**config.mk**
```make
export PLATFORM = sky130hd
export DESIGN_NAME = k_rpack_t1
export DESIGN_NICKNAME = d
export VERILOG_FILES = /design/src/rtl/k_rpack_pkg_t1.sv /design/src/rtl/k_lane_dec_t1.sv /design/src/rtl/k_rpack_t1.sv
export SDC_FILE = /design/constraint.sdc
export NUM_CORES = 1
export LEC_CHECK = 0
export ABC_AREA = 1
export BUFFER_PORTS_ARGS = -buffer_cell sky130_fd_sc_hd__buf_2
export CAP_MARGIN = 20
export CORE_MARGIN = 2
export CORE_UTILIZATION = 44
export CTS_CLUSTER_DIAMETER = 30
export DETAILED_ROUTE_END_ITERATION = 8
export PLACE_DENSITY_LB_ADDON = 0.25
export SLEW_MARGIN = 40
export SYNTH_ARGS = -nofsm -noshare
export SYNTH_HDL_FRONTEND = slang
export SYNTH_HIERARCHICAL = 1
export SYNTH_SLANG_ARGS = --single-unit
```
**constraint.sdc**
```tcl
create_clock -name clk -period 1.46 [get_ports clk]
set_input_delay 0.219 -clock clk [delete_from_list [all_inputs] [get_ports clk]]
set_output_delay 0.219 -clock clk [all_outputs]
set_load 0.02 [all_outputs]
```
**src/rtl/k_rpack_pkg_t1.sv**
```systemverilog
// Shared types and helpers for the read-side width packer.
package k_rpack_pkg_t1;

  typedef enum logic {
    COLLECT = 1'b0,
    EMIT    = 1'b1
  } state_t;

  function automatic int k_clog2(input int v);
    int r;
    r = 0;
    for (int i = 0; i < 31; i++) begin
      if ((1 << i) < v) r = i + 1;
    end
    return r;
  endfunction

endpackage

```
**src/rtl/k_lane_dec_t1.sv**
```systemverilog
// One-hot lane enable from the fill count, gated by the write strobe.
module k_lane_dec_t1 #(
  parameter int ratio = 4,
  parameter int cnt_w = 3
) (
  input  logic [cnt_w-1:0] cnt,
  input  logic             we,
  output logic [ratio-1:0] lane_en
);

  always_comb begin
    lane_en = '0;
    for (int k = 0; k < ratio; k++) begin
      lane_en[k] = we && (cnt == cnt_w'(k));
    end
  end

endmodule

```
**src/rtl/k_rpack_t1.sv**
```systemverilog
// Packs `ratio` FIFO entries into one wide word with a lane-keep mask;
// a flush closes a partial word early.
module k_rpack_t1
  import k_rpack_pkg_t1::*;
#(
  parameter int data_size = 8,
  parameter int ratio     = 4
) (
  input  logic                       clk,
  input  logic                       rst,
  input  logic [data_size-1:0]       rdata,
  input  logic                       rrdy,
  output logic                       rget,
  input  logic                       flush,
  output logic [data_size*ratio-1:0] odata,
  output logic [ratio-1:0]           okeep,
  output logic                       ovalid,
  input  logic                       oready
);

  localparam int CW = k_clog2(ratio) + 1;
  localparam logic [CW-1:0] LAST = CW'(ratio - 1);

  state_t                     state_q, state_d;
  logic [CW-1:0]              cnt_q, cnt_d;
  logic                       flush_pend_q, flush_pend_d;
  logic [data_size*ratio-1:0] odata_q, odata_d;
  logic [ratio-1:0]           okeep_q, okeep_d;

  logic             acc;
  logic             flush_req;
  logic [ratio-1:0] lane_en;

  assign acc       = (state_q == COLLECT) || ((state_q == EMIT) && oready);
  assign rget      = rrdy && acc && !rst;
  assign flush_req = flush || flush_pend_q;

  // In EMIT the count is always zero, so a handshake-cycle pop lands in lane 0.
  k_lane_dec_t1 #(
    .ratio (ratio),
    .cnt_w (CW)
  ) u_lane_dec (
    .cnt     (cnt_q),
    .we      (rget),
    .lane_en (lane_en)
  );

  always_comb begin
    state_d      = state_q;
    cnt_d        = cnt_q;
    flush_pend_d = flush_pend_q;
    odata_d      = odata_q;
    okeep_d      = okeep_q;

    if (state_q == EMIT && oready) begin
      odata_d = '0;
      okeep_d = '0;
    end
    for (int k = 0; k < ratio; k++) begin
      if (lane_en[k]) begin
        odata_d[k*data_size +: data_size] = rdata;
        okeep_d[k]                        = 1'b1;
      end
    end

    case (state_q)
      COLLECT: begin
        cnt_d = cnt_q + CW'(rget);
        if ((rget && cnt_q == LAST) || (flush_req && (cnt_q != '0 || rget))) begin
          state_d      = EMIT;
          cnt_d        = '0;
          flush_pend_d = 1'b0;
        end else if (flush_req) begin
          flush_pend_d = 1'b0;
        end
      end
      EMIT: begin
        if (oready) begin
          if (rget && flush_req) begin
            state_d      = EMIT;
            cnt_d        = '0;
            flush_pend_d = 1'b0;
          end else begin
            state_d      = COLLECT;
            cnt_d        = CW'(rget);
            flush_pend_d = flush_req;
          end
        end else begin
          flush_pend_d = flush_pend_q || flush;
        end
      end
      default: state_d = COLLECT;
    endcase
  end

  always_ff @(posedge clk) begin
    if (rst) begin
      state_q      <= COLLECT;
      cnt_q        <= '0;
      flush_pend_q <= 1'b0;
      odata_q      <= '0;
      okeep_q      <= '0;
    end else begin
      state_q      <= state_d;
      cnt_q        <= cnt_d;
      flush_pend_q <= flush_pend_d;
      odata_q      <= odata_d;
      okeep_q      <= okeep_d;
    end
  end

  assign odata  = odata_q;
  assign okeep  = okeep_q;
  assign ovalid = (state_q == EMIT);

endmodule

```
==> qor.txt <==
========================================================================================
Num ports                                                                             51
Core ar.                                                                    0.00342 sq mm
Vias in the first global route                                                      1280
Vias per Instance                                                                   4.98
Max-cap check violation count                                                          0
Sum of negative setup slack                                                         0 ps
Die Width                                                                        64.4 um
Mean instance size in the synthesized netlist                                 8.78 sq um
Slowest stage cell on the critical path                                     sky130_fd_sc_hd__dfxtp_4
Fin crit period                                                                  1380 ps
Initial core utilization                                                           47.0%
Clock network latency to the later pin of the worst-skew pair                     350 ps
Category of the critical setup timing path                                    reg -> reg
Maximum clock frequency                                                          726 MHz
Tcrit/Tclk final                                                                   94.4%
Placed Instances                                                                     280
Source of the worst register-to-register timing path                        ovalid$_SDFF_PP0_
Routability congestion estimate from global placement                              0.821
Net count after synthesis                                                            198
Library cells used by synthesis                                                       19
Run status                                                                     completed
Sw frac                                                                            26.0%
Cells after synthesis                                                                183
Remaining number of nets flagged by the antenna check after routing                    0
First-pass GRT wire length                                                       5950 um
Maximum number of pins on one net before global-route repair                          34
RSZ-0062 raised after global routing                                               false
R2R cell count                                                                         8
Synth top area cells                                                        sky130_fd_sc_hd__dfxtp_1, sky130_fd_sc_hd__o32ai_1, sky130_fd_sc_hd__inv_1
Post-route clock skew                                                            12.0 ps
Maximum cell stage delay along the critical path                                  390 ps
Hold Crit Class                                                                in -> reg
Slew of the pin with the lowest slew margin                                       361 ps
Max-Slew Margin vs Limit                                                           75.9%
Maximum fanout along the worst path                                                    4
Initial antenna violation count                                                        0
Number of rows in the core area                                                       21
Total internal power                                                             1600 uW
Power spent charging and discharging nets                                         560 uW
CTS tree                                                                           built
Die Ht                                                                           64.4 um
Overall die area                                                            0.00415 sq mm
Last element of the critical path                                           cnt_q[2]$_SDFFE_PP0P_
Worst r2r dst                                                               cnt_q[2]$_SDFFE_PP0P_
Proportion of synthesized chip area in sequential cells                            51.1%
Count of input and output buffers                                                     50
Setup crit start                                                            ovalid$_SDFF_PP0_
DR vias                                                                             1438
Cell area after synthesis                                                   0.00161 sq mm
Post-Place Worst Slack                                                          -47.3 ps
Hold-fix buffers at CTS                                                                0
Max-slew violation count                                                               0
CP arrival                                                                       1660 ps
Share of post-route cells with drive strength above 1                              35.8%
Number of sinks on the clock net                                                      41
Power per cell area                                                         1050 mW/mm^2
WL/cell                                                                          12.7 um
Final Instance Count excl. Fillers                                                   289
Worst setup slack for register-to-register paths                                   80 ps
Fill cell total of the finished layout                                               338
Maximum root-to-sink buffer count                                                      2
Wirelength, routed                                                               3680 um
Leak                                                                         0.000968 uW
Final count of hold timing violations                                                  0
Power share of the sequential group                                                54.5%
DRC Markers                                                                            0
# setup viols final                                                                    0
Number of DRC markers after the initial detailed-route iteration                      40
Total half-perimeter wirelength after legalization and detailed placement        2620 um
Met2 routing resource usage after global routing                                   28.6%
Yosys reg bits                                                                        41
Synth top area share                                                               51.1%
Number of optimization iterations in the first detailed-route pass                     4
Layer with the highest usage                                                        met2
Worst IR Drop VDD                                                               0.689 mV
Clock-pin transition on the worst setup and hold timing paths                     110 ps
Ordered cell list for the critical path                                     nand2_2 > nand2_2 > inv_2 > ha_1 > ha_1 > xor2_1 > nand3_1 > a21oi_1
Worst setup margin                                                               82.3 ps
Type of destination of the critical path                                            flop
Number of nets at the end of the flow                                                258
Final Util                                                                         60.3%
Global routing met3 resource utilization                                           6.60%
Proportion of power drawn by combinational gates                                   12.5%
Global route overflow                                                                  0
Met1 demand-to-capacity share in global routing                                    24.0%
Kind of launch point of the worst setup path                                        flop
Inserted Clock Buffers                                                                 5
Total Routing Usage GR                                                             18.4%
Part of the total power dissipated in the clock network                            33.0%
Cell type with the highest aggregate area in the netlist                    sky130_fd_sc_hd__dfxtp_1
Number of warnings printed during yosys synthesis                                      6
CTS Root Cell                                                               sky130_fd_sc_hd__clkbuf_4
Diode insertion count for antenna repair                                               0
Number of H-tree levels                                                                2
Area overhead of the layout relative to synthesis                                  28.1%
Data required time at the worst endpoint                                         1740 ps
========================================================================================
[placed cells by master, fill, tap and decap left out, drive strengths merged]
cell and instances:
xor2 1, a22oi 1, clkinv 1, buf 60
o22ai 1, bufinv 1, nor2 8, a21oi 5
nand3 8, inv 52, nand2 25, clkbuf 5
ha 2, dfxtp 41, o32ai 32
[metal layers]
layer  vias up  part of all wire [%]
met1       663                    48
met5         -                     0
li1        729                     -
met4         0                   1.2
met2        41                    44
met3         5                   6.1
[final cells by class]
cell class	instances	area, sq um	area share (%)
flip-flops and latches	41	825	40.1
inverters	52	198	9.60
repair buffers	60	325	15.8
multi-input cells	83	581	28.2
well taps	46	57.6	2.80
clock buffers	5	37.5	1.82
clock inverters	2	35.0	1.70
[Yosys cell counts, drive strengths merged]
master and instances:
o32ai 32, nand3 8, inv 52, ha 2, clkbuf 3, nor2 8, o22ai 1, a21oi 5
dfxtp 41, a22oi 1, buf 4, xor2 1, nand2 25
[metrics by stage]
| step | hold slack (ps) | area, sq um | power (uW) |
|---|---|---|---|
| floorplan | 288 | 1610 | 1370 |
| global placement | 421 | 1930 | 1450 |
| detailed placement | 426 | 1930 | 1440 |
| CTS | 52.2 | 2000 | 2140 |
| global route | 43.6 | 2060 | 2250 |
| finish | 51.6 | 2060 | 2160 |
[critical path: cells and delay by family (launching register included)]
| kind | cells | cell delay [ps] |
|---|---|---|
| AO/OA/AOI/OAI | 1 | 120 |
| flip-flops | 1 | 390 |
| adder cells (fa/ha/maj) | 2 | 370 |
| XOR/XNOR | 1 | 140 |
| buffers and inverters | 1 | 50 |
| AND/OR/NAND/NOR | 3 | 250 |
[registers in the layout, summed over array words and instances (netlist names)]
name	cells
odata	32
okeep	4
ovalid	1
cnt_q	3
flush_pend_q	1
[worst min path at each step]
stage	startpoint	endpoint	slack (ps)	cells after the start
2_1_floorplan	rst	cnt_q[0]$_SDFFE_PP0P_	290	1
3_3_place_gp	rrdy	flush_pend_q$_SDFFE_PP0P_	420	2
3_5_place_dp	rrdy	flush_pend_q$_SDFFE_PP0P_	430	2
4_1_cts	rrdy	flush_pend_q$_SDFFE_PP0P_	50	2
5_1_grt	rrdy	flush_pend_q$_SDFFE_PP0P_	40	2
6_report	rrdy	flush_pend_q$_SDFFE_PP0P_	50	2
[logic make-up after synthesis]
| kind of cell | share of synthesized area (%) |
|---|---|
| adders and majority gates | 1.56 |
| AOI/OAI and AO/OA | 20.1 |
| xor gates and xnor gates | 0.545 |
| DFF | 51.1 |
| buffers and inverters | 15.4 |
| and+or+nand+nor | 11.3 |
[timing repair]
action	CTS	global route
setup buffers	0	2
resized for setup	1	12
setup endpoints to repair	8	37
cloned	0	0
[power by group through the flow]
stage          sequential, uW  combinational (uW)  clock [uW]
2_1_floorplan            1230                 138           0
6_report                 1170                 270         711
5_1_grt                  1180                 298         772
4_1_cts                  1180                 245         716
3_5_place_dp             1200                 244           0
3_3_place_gp             1200                 244           0
(Power assumes the default switching activity.)
